===== config.mk =====
export PLATFORM = sky130hd
export DESIGN_NAME = dual_dot_unpack
export DESIGN_NICKNAME = d
export VERILOG_FILES = /design/src/rtl/int8_pack_pkg.sv /design/src/rtl/dual_dot_requant.sv /design/src/rtl/dual_dot_unpack.sv
export SDC_FILE = /design/constraint.sdc
export NUM_CORES = 1
export LEC_CHECK = 0
export CAP_MARGIN = 20
export CORE_MARGIN = 4
export CORE_UTILIZATION = 26
export CTS_BUF_LIST = sky130_fd_sc_hd__clkbuf_8
export CTS_CLUSTER_DIAMETER = 150
export DETAILED_ROUTE_END_ITERATION = 7
export PLACE_DENSITY = 0.57
export SYNTH_ARGS = -nofsm -noshare
export SYNTH_HDL_FRONTEND = slang
export SYNTH_SLANG_ARGS = --single-unit

===== constraint.sdc =====
create_clock -name clk -period 6.5 [get_ports clk]
set_input_delay 0.975 -clock clk [delete_from_list [all_inputs] [get_ports clk]]
set_output_delay 0.975 -clock clk [all_outputs]
set_load 0.1 [all_outputs]

===== src/rtl/int8_pack_pkg.sv =====
// Purpose : shared field widths and saturation limits for the packed int8 MACC chain.
// Latency : n/a (constants and constant functions only).
// Backpressure: n/a.
//
// P_WIDTH   - width of one packed P word from the DSP cascade.
// JI_W/KI_W - widths of the upper (j) and lower (k) fields of P for a given operand width.
// sat_max/sat_min - signed saturation limits for a given result width.
package int8_pack_pkg;

  localparam int P_WIDTH = 48;

  function automatic int JI_W(input int w);
    return 24 + w;
  endfunction

  function automatic int KI_W(input int w);
    return 24 - w;
  endfunction

  function automatic int sat_max(input int w);
    return (1 << (w - 1)) - 1;
  endfunction

  function automatic int sat_min(input int w);
    return -(1 << (w - 1));
  endfunction

endpackage


===== src/rtl/dual_dot_requant.sv =====
// Purpose : one-lane requantizer: round-half-up, arithmetic shift right, signed saturate.
// Latency : combinational.
// Backpressure: none (pure function of i_acc).
//
// Ports:
//   i_acc  in  JI_W(WIDTH)+1  signed accumulator (bias already added)
//   o_res  out WIDTH          signed saturated result
module dual_dot_requant
  import int8_pack_pkg::*;
#(
  parameter int WIDTH = 8,
  parameter int SHIFT = 7
) (
  input  logic [JI_W(WIDTH):0] i_acc,
  output logic [WIDTH-1:0]     o_res
);

  localparam int AW = JI_W(WIDTH) + 1;
  // One guard bit so the rounding constant can never overflow the accumulator.
  localparam int EW = AW + 1;
  localparam int RS = (SHIFT > 0) ? SHIFT - 1 : 0;
  localparam logic signed [EW-1:0] RND  = (SHIFT > 0) ? (EW'(1) << RS) : '0;
  localparam logic signed [EW-1:0] MAXV = EW'(sat_max(WIDTH));
  localparam logic signed [EW-1:0] MINV = EW'(sat_min(WIDTH));

  logic signed [EW-1:0] w_ext;
  logic signed [EW-1:0] w_rnd;
  logic signed [EW-1:0] w_shr;

  assign w_ext = {i_acc[AW-1], i_acc};
  assign w_rnd = w_ext + RND;
  assign w_shr = w_rnd >>> SHIFT;

  always_comb begin
    o_res = w_shr[WIDTH-1:0];
    if (w_shr > MAXV) begin
      o_res = MAXV[WIDTH-1:0];
    end else if (w_shr < MINV) begin
      o_res = MINV[WIDTH-1:0];
    end
  end

endmodule


===== src/rtl/dual_dot_unpack.sv =====
// Purpose : split a packed dual dot-product P word into j/k lanes, add bias, requantize.
// Latency : 2 cycles from accepted last beat to out_valid.
// Backpressure: out_ready low holds outputs; stage 1 then holds and p_ready drops.
//
// Ports:
//   clk, rst_n            clock, synchronous active-low reset
//   p_valid/p_ready       packed P beat handshake; p_data = {ji, ki}, p_last marks final tap
//   bias_j, bias_k        signed lane biases, taken with the last beat
//   out_valid/out_ready   result pair handshake; out_j/out_k signed WIDTH-bit results
//   tap_err               sticky flag: dot product length differed from NTAPS
module dual_dot_unpack
  import int8_pack_pkg::*;
#(
  parameter int WIDTH = 8,
  parameter int NTAPS = 64,
  parameter int SHIFT = 7
) (
  input  logic                   clk,
  input  logic                   rst_n,
  input  logic                   p_valid,
  output logic                   p_ready,
  input  logic [P_WIDTH-1:0]     p_data,
  input  logic                   p_last,
  input  logic [JI_W(WIDTH)-1:0] bias_j,
  input  logic [JI_W(WIDTH)-1:0] bias_k,
  output logic                   out_valid,
  input  logic                   out_ready,
  output logic [WIDTH-1:0]       out_j,
  output logic [WIDTH-1:0]       out_k,
  output logic                   tap_err
);

  localparam int JW = JI_W(WIDTH);
  localparam int KW = KI_W(WIDTH);
  localparam int AW = JW + 1;
  localparam int CW = (NTAPS > 1) ? $clog2(NTAPS) : 1;
  localparam logic [CW-1:0] LAST_TAP = CW'(NTAPS - 1);

  logic                 r_s1_valid;
  logic signed [AW-1:0] r_s1_j;
  logic signed [AW-1:0] r_s1_k;
  logic                 r_out_valid;
  logic [WIDTH-1:0]     r_out_j;
  logic [WIDTH-1:0]     r_out_k;
  logic [CW-1:0]        r_tap_cnt;
  logic                 r_tap_err;

  logic                 w_adv;
  logic                 w_accept;
  logic                 w_load;
  logic signed [AW-1:0] w_ji_ext;
  logic signed [AW-1:0] w_ki_ext;
  logic signed [AW-1:0] w_borrow;
  logic signed [AW-1:0] w_bj_ext;
  logic signed [AW-1:0] w_bk_ext;
  logic signed [AW-1:0] w_sum_j;
  logic signed [AW-1:0] w_sum_k;
  logic [WIDTH-1:0]     w_rq_j;
  logic [WIDTH-1:0]     w_rq_k;

  assign w_adv    = !r_out_valid || out_ready;
  assign p_ready  = !r_s1_valid || w_adv;
  assign w_accept = p_valid && p_ready;
  assign w_load   = w_accept && p_last;

  // The DSP packs j*2^KW + k, so a negative k borrows one from the j field.
  // Adding back the sign bit of k restores the true j value.
  assign w_ji_ext = {{(AW-JW){p_data[P_WIDTH-1]}}, p_data[P_WIDTH-1:KW]};
  assign w_ki_ext = {{(AW-KW){p_data[KW-1]}}, p_data[KW-1:0]};
  assign w_borrow = {{(AW-1){1'b0}}, p_data[KW-1]};
  assign w_bj_ext = {bias_j[JW-1], bias_j};
  assign w_bk_ext = {bias_k[JW-1], bias_k};
  assign w_sum_j  = w_ji_ext + w_borrow + w_bj_ext;
  assign w_sum_k  = w_ki_ext + w_bk_ext;

  // Stage 1 payload: loaded only by an accepted last beat (p_ready already
  // guarantees the previous occupant has moved on or is moving this cycle).
  always_ff @(posedge clk) begin
    if (w_load) begin
      r_s1_j <= w_sum_j;
      r_s1_k <= w_sum_k;
    end
  end

  always_ff @(posedge clk) begin
    if (!rst_n) begin
      r_s1_valid  <= 1'b0;
      r_out_valid <= 1'b0;
      r_out_j     <= '0;
      r_out_k     <= '0;
    end else begin
      if (p_ready) begin
        r_s1_valid <= w_load;
      end
      if (w_adv) begin
        r_out_valid <= r_s1_valid;
        if (r_s1_valid) begin
          r_out_j <= w_rq_j;
          r_out_k <= w_rq_k;
        end
      end
    end
  end

  // Tap accounting: a correct dot product is NTAPS-1 non-last beats then one last beat.
  always_ff @(posedge clk) begin
    if (!rst_n) begin
      r_tap_cnt <= '0;
      r_tap_err <= 1'b0;
    end else if (w_accept) begin
      if (p_last) begin
        r_tap_cnt <= '0;
        if (r_tap_cnt != LAST_TAP) begin
          r_tap_err <= 1'b1;
        end
      end else if (r_tap_cnt == LAST_TAP) begin
        r_tap_cnt <= '0;
        r_tap_err <= 1'b1;
      end else begin
        r_tap_cnt <= r_tap_cnt + 1'b1;
      end
    end
  end

  dual_dot_requant #(.WIDTH(WIDTH), .SHIFT(SHIFT)) u_rq_j (
    .i_acc (r_s1_j),
    .o_res (w_rq_j)
  );

  dual_dot_requant #(.WIDTH(WIDTH), .SHIFT(SHIFT)) u_rq_k (
    .i_acc (r_s1_k),
    .o_res (w_rq_k)
  );

  assign out_valid = r_out_valid;
  assign out_j     = r_out_j;
  assign out_k     = r_out_k;
  assign tap_err   = r_tap_err;

endmodule


==> results of run 1 <==
## synthesized netlist by cell type (5+ instances only)
| cell | instances |
|---|---|
| a211oi_1 | 7 |
| a21boi_0 | 5 |
| a21o_1 | 18 |
| a21oi_1 | 48 |
| a31oi_1 | 7 |
| a32o_1 | 8 |
| and2_0 | 5 |
| and3_1 | 15 |
| and4_1 | 5 |
| clkbuf_1 | 6 |
| dfxtp_1 | 25 |
| edfxtp_1 | 54 |
| ha_1 | 66 |
| inv_1 | 23 |
| mux2_2 | 6 |
| mux2i_1 | 5 |
| nand2_1 | 54 |
| nand2b_1 | 14 |
| nand3_1 | 42 |
| nand4_1 | 19 |
| nor2_1 | 49 |
| nor2b_1 | 7 |
| nor3_1 | 21 |
| nor4_1 | 8 |
| o211ai_1 | 6 |
| o21a_1 | 19 |
| o21ai_0 | 30 |
| o22ai_1 | 6 |
| or3_1 | 5 |
| xnor2_1 | 37 |
| xor2_1 | 23 |
## metrics by stage
stage	std cells	cell area (sq um)	power, mW
after global routing	1184	8450	1.55
after CTS	1184	8450	1.47
after detailed placement	1168	8270	1.12
after global placement	1168	8270	1.12
after floorplan	716	6540	0.964
final	1184	8450	1.45
## flip-flops by register name, indices dropped and copies added (netlist names)
register	flops
r_s1_valid	1
r_s1_k	27
out_j	8
r_s1_j	27
out_k	8
r_tap_cnt	6
out_valid	1
tap_err	1
## cell usage in the layout, fill, tap and decap left out, types with 18 or more instances in the layout
cell type,instances
a21oi_1,48
ha_1,66
o21a_1,19
inv_1,22
xor2_1,23
nand2_1,54
clkdlybuf4s50_1,135
xnor2_1,37
nor2_1,49
a21o_1,18
edfxtp_1,54
o21ai_0,30
nor3_1,21
dfxtp_1,25
nand4_1,19
nand3_1,42
## per-layer routing
layer | track usage | up-vias
li1 | - | 3011
met1 | 0.149 | 2603
met2 | 0.168 | 120
met3 | 0.0242 | 11
met4 | 0.0281 | 0
met5 | 0 | -
## path summary, 6_finish.rpt
kind                            slack (ns)          to       start
worst max register to register        3.17    out_j[2]   r_s1_j[9]
worst max-delay path                  2.47  r_s1_k[31]  p_data[15]
worst min register to register        0.49   out_valid  r_s1_valid
worst min-delay path                  0.49   out_valid  r_s1_valid
## power by group
group / switching, mW / internal [mW] / total [mW]
Clock: 0.200 / 0.143 / 0.343
Combinational: 0.250 / 0.221 / 0.471
Sequential: 0.0418 / 0.595 / 0.637
## cell families after synthesis
family | after synthesis
simple gates | 274
compound gates | 190
flops | 79
fa+ha+maj | 66
xor+xnor | 60
buf+inv | 34
mux | 13
## layout make-up
type | count | area [sq um] | area share
Inverter | 24 | 91.3 | 0.0108
Sequential cell | 79 | 2120 | 0.251
Clock buffer | 9 | 124 | 0.0147
Multi-Input combinational cell | 603 | 4280 | 0.506
Tap cell | 324 | 405 | 0.0480
Clock inverter | 7 | 53.8 | 0.00637
Timing Repair Buffer | 138 | 1370 | 0.163
==> impl_metrics.yaml, run 1 <==
sta:
  worst_slack_ns: 2.47
  fmax_mhz: 248
  grt_setup_unrepaired: "false"
  maxSlewHeadroom: 0.285
  fin_tns_setup_ns: 0
  drv_slew: 0
  tightestPinTransition_ns: 1.07
  skew_ns: 0.00960
  finalHoldViolCount: 0
  setup_viol: 0
  fin_crit_sh: 0.619
  whs_ns: 0.486
  fin_crit_ns: 4.03
floorplanning:
  die-area_sq_mm: 0.0278
  core_area_sq_mm: 0.0245
  die_w_um: 167
  fp-row-count: 57
  initial_core_util: 0.267
  die_h_um: 167
  io-pin-count: 136
hold_path:
  hold_depth: 1
  min_path_type: "flip-flop to flip-flop"
clock_network:
  clk_latency_ns: 0.37
  post_cts_buffers: 0
  cts.clk_slew.worst_paths_ns: 0.08
  clockBufferDepth: 2
  cts-htree-levels: 3
  cts_hold_buf: 0
  cts_tree: "yes"
  clockRootBuffer: "clkbuf_8"
  clkSinkCount: 79
  cts_resized: 0
  cts_made_buffers: 9
power_and_ir_drop:
  ir_drop_uv: 89.6
  power_density_mw_per_mm2: 172
  p_leak_nw: 3.19
placement:
  io_buffers: 135
  gp_congestion: 0.825
  dp_slack_ns: 2.14
  hpwlAfterDp_um: 12300
worst_setup_path:
  crit_buf_inv: 2
  cp_top_family: "compound AO/OA/AOI/OAI gates"
  cp-end-kind: "flip-flop"
  cp_data_arrival_time_ns: 4.15
  cpPeakStageDelay_ns: 0.48
  cp-start-kind: "input port"
  slowest_stage: "a211oi_1"
  worstSetupPathType: "input port to flip-flop"
  worst-path-stages: 11
  r2r_cells: 8
  cp_max_fo: 18
  crit_required_ns: 6.62
  crit_chain: "clkdlybuf4s50_1 -> buf_4 -> ha_1 -> and4_1 -> and3_1 -> a211oi_1 -> a21oi_1 -> o21ai_1 -> a311oi_1 -> a221oi_1 -> xnor2_1"
detailed_routing:
  drc: 0
  wl_per_cell_um: 12.8
  drt-vias-per-instance: 4.85
  m1WireLength_um: 7600
  wl_met3_um: 802
  final_antenna_net_count: 0
  drt-initial-drc-count: 315
  firstDrtPassIters: 5
  dr_total_vias: 5745
  wl_met2_um: 6560
  drt-total-wl_um: 15100
  highest_layer: "met4"
synth:
  synth_fp_nets: 899
  synth_seq_cells: 79
  synth_xor_xnor_area_share: 0.0803
  synth-compound-area-share: 0.197
  synth_fa_ha_area_frac: 0.126
  synth_top_family_by_area: "simple AND/OR/NAND/NOR gates"
  synthArstFlopShare: 0
  synth_mux_area_frac: 0.0214
  yosysTopAreaCell: "edfxtp_1"
  yosys.area.top_type_share: 0.248
  yosys_warnings: 0
  ys.flop_type: "edfxtp_1"
  synth-simple-area-share: 0.229
  ys_seq_area_frac: 0.324
  synth.area.top_cells: "edfxtp_1, ha_1, dfxtp_1"
  synth_cell_type_count: 82
  avgSynthCellArea_sq_um: 9.14
  synth_enable_flop_cells: 54
  syn_area_sq_mm: 0.00654
  syn_inst: 716
layout:
  post-route-util: 0.344
  diodes: 0
  final_nets: 1038
  syn2layout_area_growth_pct: 29.1
  fillCellCount: 2573
  drive_above_1_share: 0.0558
global_routing:
  grt_pass1_wl_um: 25300
  track_usage: 0.107
  overflow: 0
  antenna_found_initial: 0
  grt_pass1_vias: 5404
  grt_start_max_net_pins: 55
run:
  drv_cap: 0
status:
  status: "completed"
Power figures use the tool's default switching activity.
==> inputs of run 2 (changes only) <==
--- a/config.mk
+++ b/config.mk
@@ -11,7 +11,7 @@
 export CTS_BUF_LIST = sky130_fd_sc_hd__clkbuf_8
 export CTS_CLUSTER_DIAMETER = 150
 export DETAILED_ROUTE_END_ITERATION = 7
-export PLACE_DENSITY = 0.57
+export PLACE_DENSITY = 0.59
 export SYNTH_ARGS = -nofsm -noshare
 export SYNTH_HDL_FRONTEND = slang
 export SYNTH_SLANG_ARGS = --single-unit
==> constraint.sdc (replaced) <==
create_clock -name clk -period 3.7 [get_ports clk]
set_input_delay 0.555 -clock clk [delete_from_list [all_inputs] [get_ports clk]]
set_output_delay 0.555 -clock clk [all_outputs]
set_load 0.1 [all_outputs]
==> run 2 against run 1 <==
  * Clock power increased by 65%
  * Via count increased by 1.8%
  * Clock skew increased by 0.0020 ns
  * Power increased by 75%
  * Register-to-register slack got worse by 2.6 ns
==> impl_metrics.yaml, run 2 (synthesized netlist as in run 1, its figures left out) <==
sta:
  fin_tns_setup_ns: 0
  setup_viol: 0
  maxSlewHeadroom: 0.283
  fin_crit_ns: 3.28
  drv_slew: 0
  tightestPinTransition_ns: 1.07
  fmax_mhz: 305
  finalHoldViolCount: 0
  fin_crit_sh: 0.886
  grt_setup_unrepaired: "false"
  skew_ns: 0.0116
layout:
  syn2layout_area_growth_pct: 30.8
  layout_commonest_cell: "clkdlybuf4s50_1"
  final_nets: 1053
  post-route-util: 0.349
  diodes: 0
  final-seq-area_sq_mm: 0.00212
  multi_input_area_sq_mm: 0.00428
  drive_above_1_share: 0.0731
  reg_top3: "r_s1_j: 27 flops, r_s1_k: 27 flops"
  fillCellCount: 2544
  mostFrequentLayoutCells: "clkdlybuf4s50_1, ha_1, nand2_1, edfxtp_1, nor2_1"
clock_network:
  clk_latency_ns: 0.37
  cts.clk_slew.worst_paths_ns: 0.08
  post_cts_buffers: 0
  cts_made_buffers: 9
  clkSinkCount: 79
  cts_tree: "yes"
  clockRootBuffer: "clkbuf_8"
  cts_hold_buf: 0
  cts-htree-levels: 3
  clockBufferDepth: 2
  cts_resized: 0
power_and_ir_drop:
  switchingPower_uw: 853
  clock_power_share: 0.223
  p_int_mw: 1.69
  p_leak_nw: 3.27
  swShare: 0.335
  ir_drop_uv: 190
  power_density_mw_per_mm2: 297
  power.share.sequential: 0.441
  total_power_mw: 2.54
  p_comb_frac: 0.336
worst_setup_path:
  r2r-start: "r_s1_j[9]"
  cp_data_arrival_time_ns: 3.39
  cp_max_fo: 4
  crit_required_ns: 3.81
  crit_chain: "clkdlybuf4s50_1 -> ha_1 -> a21oi_1 -> o22ai_1 -> a221o_1 -> a31o_1 -> a21oi_1 -> a311oi_1 -> and4_1 -> or3_1"
  cpPeakStageDelay_ns: 0.62
  crit_start: "p_data[15]"
  worstSetupPathType: "input port to flip-flop"
  crit_end: "r_s1_j[31]"
  cp_common_cell: "a21oi_1"
  regToRegSetupSlack_ns: 0.57
  r2r_cells: 8
  r2r_end: "out_j[2]"
  cp-end-kind: "flip-flop"
  slowest_stage: "clkdlybuf4s50_1"
  cp-start-kind: "input port"
global_routing:
  grt_start_max_net_pins: 29
  grt_pass1_wl_um: 26500
  use_met1: 0.162
  grt_pass1_vias: 5533
  overflow: 0
  gr-max-usage-layer: "met2"
  track_usage: 0.113
  antenna_found_initial: 0
  gr-usage-met2: 0.170
  grtUsageMet3: 0.0258
detailed_routing:
  dr_total_vias: 5846
  drt-vias-per-instance: 4.88
  drt-total-wl_um: 15900
  wl_per_cell_um: 13.2
  drt-initial-drc-count: 334
  firstDrtPassIters: 5
  final_antenna_net_count: 0
  drc: 0
floorplanning:
  die_h_um: 167
  io-pin-count: 136
  initial_core_util: 0.267
  die_w_um: 167
  core_area_sq_mm: 0.0245
  die-area_sq_mm: 0.0278
  fp-row-count: 57
placement:
  hpwlAfterDp_um: 12800
  gp_congestion: 0.814
  io_buffers: 135
hold_path:
  min_path_type: "flip-flop to flip-flop"
status:
  status: "completed"
run:
  drv_cap: 0
[run 2: changes by cell type in the layout (fill, tap and decap cells not counted)]
cell / before / now
clkinv_1: 1 / 0
buf_12: 0 / 1
clkinv_4: 0 / 1
inv_6: 3 / 0
inv_8: 1 / 0
inv_1: 22 / 23
clkdlybuf4s50_1: 135 / 134
clkinvlp_4: 1 / 2
clkinv_2: 1 / 3
buf_4: 3 / 18
[run 2: how the worst min path moves through the flow]
| stage | start | end | slack (ns) | cells past startpoint |
|---|---|---|---|---|
| 6_report | out_j[7] | out_j[7] | 0.49 | 2 |
| 5_1_grt | out_j[7] | out_j[7] | 0.51 | 2 |
| 3_3_place_gp | r_s1_valid | out_valid | 0.46 | 1 |
| 3_5_place_dp | r_s1_valid | out_valid | 0.47 | 1 |
| 2_1_floorplan | r_s1_valid | out_valid | 0.45 | 1 |
| 4_1_cts | out_j[7] | out_j[7] | 0.49 | 2 |
[run 2: through the flow]
| step | hold slack (ns) | instances | cell area [sq um] | setup slack, ns |
|---|---|---|---|---|
| 2_1_floorplan | 0.455 | 716 | 6540 | 0.0988 |
| 3_3_place_gp | 0.464 | 1183 | 8390 | 0.107 |
| 3_5_place_dp | 0.470 | 1183 | 8390 | 0.0473 |
| 4_1_cts | 0.490 | 1199 | 8560 | 0.440 |
| 5_1_grt | 0.510 | 1199 | 8560 | 0.171 |
| 6_report | 0.486 | 1199 | 8560 | 0.420 |
[run 2: critical path: cells and delay by family]
kind	cells	cell delay, ns
AO/OA/AOI/OAI	6	1.30
adder cells (fa/ha/maj)	1	0.28
buffers and inverters	1	0.62
AND/OR/NAND/NOR	2	0.62
[run 2: layout make-up]
| cell class | instances | share of cell area |
|---|---|---|
| timing repair buffer | 153 | 0.175 |
| clock inverter | 7 | 0.00497 |
| clock buffer | 9 | 0.0145 |
| multi-input combinational | 603 | 0.500 |
| sequential | 79 | 0.248 |
| tap | 324 | 0.0474 |
| inverter | 24 | 0.0107 |
[run 2: layer usage]
metal / share of wire / vias to the layer above
met4: 0.011 / 0
li1: - / 3048
met1: 0.50 / 2659
met3: 0.056 / 11
met5: 0 / -
met2: 0.43 / 128
[run 2: power by group through the flow]
stage / logic (mW) / clock network [mW] / registers, mW
after floorplan: 0.476 / 0 / 1.22
after global placement: 0.849 / 0 / 1.14
after detailed placement: 0.856 / 0 / 1.14
after CTS: 0.861 / 0.601 / 1.12
after global routing: 0.951 / 0.632 / 1.13
final: 0.855 / 0.566 / 1.12
==> RTL edit 1 (flow settings as in run 2) <==
`WIDTH` is set to 8 in 2 places; all go to 10.
--- a/src/rtl/dual_dot_requant.sv
+++ b/src/rtl/dual_dot_requant.sv
@@ -8,7 +8,7 @@
 module dual_dot_requant
   import int8_pack_pkg::*;
 #(
-  parameter int WIDTH = 8,
+  parameter int WIDTH = 10,
   parameter int SHIFT = 7
 ) (
   input  logic [JI_W(WIDTH):0] i_acc,
--- a/src/rtl/dual_dot_unpack.sv
+++ b/src/rtl/dual_dot_unpack.sv
@@ -11,7 +11,7 @@
 module dual_dot_unpack
   import int8_pack_pkg::*;
 #(
-  parameter int WIDTH = 8,
+  parameter int WIDTH = 10,
   parameter int NTAPS = 64,
   parameter int SHIFT = 7
 ) (
Interface: changed (resized bias_j, bias_k, out_j and out_k); port bits go from 136 to 144. The function was not compared with the original's and may differ.
==> RTL edit 1 against run 2 <==
Synthesized area rose by 5.4%; critical path depth rose by 4; wire length rose by 13%; design area rose by 5.7%; setup slack got worse by 8.1 ps; power rose by 9.0%; clock skew fell by 1.3 ps; count of clock-buffer cells in the layout did not move; sequential cell count rose by 8; critical endpoint is now r_s1_j[33]; largest cell class unchanged.
==> RTL edit 1: results (changes against run 2) <==
.. list-table::
   :header-rows: 1

   * - Metric
     - Value
   * - Outcome
     - complete, no violations
   * - Gp weighted congestion
     - 0.855 (+5.1%)
   * - Registers with the most flip-flops
     - r_s1_j: 29 flops, r_s1_k: 29 flops
   * - Synthesized-area fraction occupied by ao, oa, aoi and oai cells
     - 19.8% (+0.10 points)
   * - Detailed placer's ending HPWL
     - 14.8 mm (+16%)
   * - DR WL/cell
     - 14.1 um (+6.5%)
   * - Count of flip-flops with a built-in enable after synthesis
     - 58 (+7.4%)
   * - Max stage delay on crit path
     - 490 ps (-130 ps)
   * - Placed Area
     - 8860 um^2 (+5.6%)
   * - Distinct cells, synth
     - 68 (-17%)
   * - Maximum vdd ir drop
     - 0.137 mV (-28%)
   * - Maximum number of pins on one net before global-route repair
     - 31 (+6.9%)
   * - Net count after synthesis
     - 962 (+7.0%)
   * - Iteration-0 DRC count of the detailed router
     - 395 (+18%)
   * - Slowest stage cell on the critical path
     - or4b_1
   * - Worst slack at placement
     - 24.9 ps (-22.4 ps)
   * - Count of nets after finishing
     - 1123 (+6.6%)
   * - Post-Synth XOR/XNOR Area
     - 9.27% (+1.2 points)
   * - Maximum net fanout on the critical path
     - 14 (+10)
   * - Worst Skew
     - 10.2 ps (-1.35 ps)
   * - Internal reg-to-reg setup slack
     - 630 ps (+60 ps)
   * - Share of synthesized area spent on multiplexers
     - 0.617% (-1.5 points)
   * - Hold path startpoint
     - out_k[9]
   * - Total power divided by cell area
     - 306 nW/um^2 (+3.0%)
   * - Clk power
     - 653 uW (+15%)
   * - Fraction of post-synthesis cell area in the top cell type by area
     - 25.3% (+0.48 points)
   * - Via count of the first global-routing pass
     - 5801 (+4.8%)
   * - Worst Reg2Reg Path Length in Cells
     - 9 (+1)
   * - Cell leakage power
     - 3.41 nW (+4.5%)
   * - Biggest area contributors in the synthesized netlist
     - edfxtp_1, ha_1, dfxtp_1
-- RTL edit 1: worst max path at each step --
stage / cells past startpoint / to / slack, ps
2_1_floorplan: 6 / r_s1_j[10] / 20
3_3_place_gp: 14 / r_s1_j[33] / 80
3_5_place_dp: 14 / r_s1_j[33] / 20
4_1_cts: 14 / r_s1_j[33] / 440
5_1_grt: 14 / r_s1_j[33] / 220
6_report: 14 / r_s1_j[33] / 410
-- RTL edit 1: cell type report --
cell class	count	area, um^2	area share [%]
inverter	18	67.6	0.746
tap	335	419	4.63
multi-input combinational	653	4450	49.2
timing repair buffer	163	1600	17.7
sequential	87	2320	25.7
clock buffer	9	124	1.37
clock inverter	7	66.3	0.733
-- RTL edit 1: layer usage --
metal / vias to the layer above / global-route usage [%] / part of all wire [%]
li1: 3229 / - / -
met4: 0 / 3.24 / 1.4
met2: 156 / 18.2 / 42
met3: 18 / 2.38 / 5.2
met1: 2800 / 18.0 / 51
met5: - / 0 / 0
==> RTL edit 2 (config.mk and constraints of run 2) <==
Without the edit above. Put one more register stage on the output `tap_err`, cleared by the reset. The value now appears one clock later. The other outputs are not delayed to match.
--- a/src/rtl/dual_dot_unpack.sv
+++ b/src/rtl/dual_dot_unpack.sv
@@ -135,7 +135,13 @@
   assign out_valid = r_out_valid;
   assign out_j     = r_out_j;
   assign out_k     = r_out_k;
-  assign tap_err   = r_tap_err;
+  always_ff @(posedge clk) begin
+    if (!rst_n) begin
+      tap_err <= '0;
+    end else begin
+      tap_err <= r_tap_err;
+    end
+  end
 
 endmodule
 
Function: changed (a bounded check fails within 4 cycles, from zero or initial values and one cycle with rst_n low).
==> RTL edit 2 against run 2 <==
Largest cell class unchanged; worst hold slack lost 16 ps; power grew 4.4%; sequential power is essentially flat; critical path depth is the same; critical path type unchanged; wire length grew 3.7%; design area grew 2.6%; maximum frequency grew 1.7%; die area grew 3.4%; synthesized area grew 3.6%; highest routed layer unchanged; setup slack gained 55 ps; sequential cell count grew 1; non-clock buffer count shrank 8; synthesized cell count grew 5.3%.
==> RTL edit 2: results (changes against run 2) <==
.. list-table::
   :header-rows: 1

   * - Metric
     - Value
   * - Hold Path End
     - out_k[7]
   * - Maximum net fanout on the critical path
     - 6 (+2)
   * - Setup ws final
     - 475 ps (+54.7 ps)
   * - Internal power consumption
     - 1.79 mW (+5.7%)
   * - Share of post-route cells with drive strength above 1
     - 5.87% (-1.4 points)
   * - Net count after synthesis
     - 937 (+4.2%)
   * - Worst Skew
     - 9.63 ps (-1.95 ps)
   * - Gp weighted congestion
     - 0.849 (+4.3%)
   * - Cell leakage power
     - 3.27 nW (+0.10%)
   * - Internal reg-to-reg setup slack
     - 920 ps (+350 ps)
   * - Total number of vias
     - 6027 (+3.1%)
   * - Maximum vdd ir drop
     - 0.135 mV (-29%)
   * - Drt pass-1 iters
     - 4 (-1)
   * - Iteration-0 DRC count of the detailed router
     - 328 (-1.8%)
   * - Detailed Route WL
     - 16.4 mm (+3.7%)
   * - Fillers
     - 2680 (+5.3%)
   * - Distinct cells, synth
     - 79 (-3.7%)
   * - Largest delay contributor family on the critical path
     - simple AND/OR/NAND/NOR gates
   * - Outcome
     - complete, no violations
   * - CP Launch Point
     - p_data[34]
   * - Biggest area contributors in the synthesized netlist
     - edfxtp_1, ha_1, dfxtp_1
   * - Slowest stage cell on the critical path
     - or4b_1
   * - Placed Area
     - 8590 um^2 (+2.4%)
   * - Via count of the first global-routing pass
     - 5722 (+3.4%)
   * - Switching power of the nets
     - 867 uW (+1.7%)
   * - CP Capture Point
     - r_s1_j[30]
   * - Worst slack at placement
     - 96.3 ps (+49.0 ps)
   * - First-pass GRT wire length
     - 27.2 mm (+2.7%)
   * - Hold path startpoint
     - out_k[7]
## RTL edit 2: cell type report
type	instances	area, um^2	share of cell area [%]
multi-input combinational	640	4510	51.3
sequential	80	2140	24.4
timing repair buffer	145	1450	16.5
tap	330	413	4.70
clock buffer	9	124	1.41
inverter	22	82.6	0.940
clock inverter	7	65.1	0.741
## RTL edit 2: kinds of logic after synthesis
kind of cell / synth area share (%)
buffers and inverters: 1.92
AND/OR/NAND/NOR: 23.3
multiplexers: 1.86
XOR/XNOR: 7.62
AO/OA/AOI/OAI: 21.6
flip-flops: 31.6
adder cells (fa/ha/maj): 12.2
## RTL edit 2: worst reg2reg max path, delay by kind of cell, from the launching register on
| kind | cells | cell delay [ps] |
|---|---|---|
| mux | 1 | 120 |
| flops | 1 | 450 |
| simple gates | 4 | 1300 |
| compound gates | 3 | 800 |
## RTL edit 2: layer usage
layer  share of wire, %  track usage, %  wire [um]
met5                  0               0          0
met4                1.4            3.57        227
met3                4.7            2.52        770
met2                 43            17.3       7080
met1                 51            16.1       8370
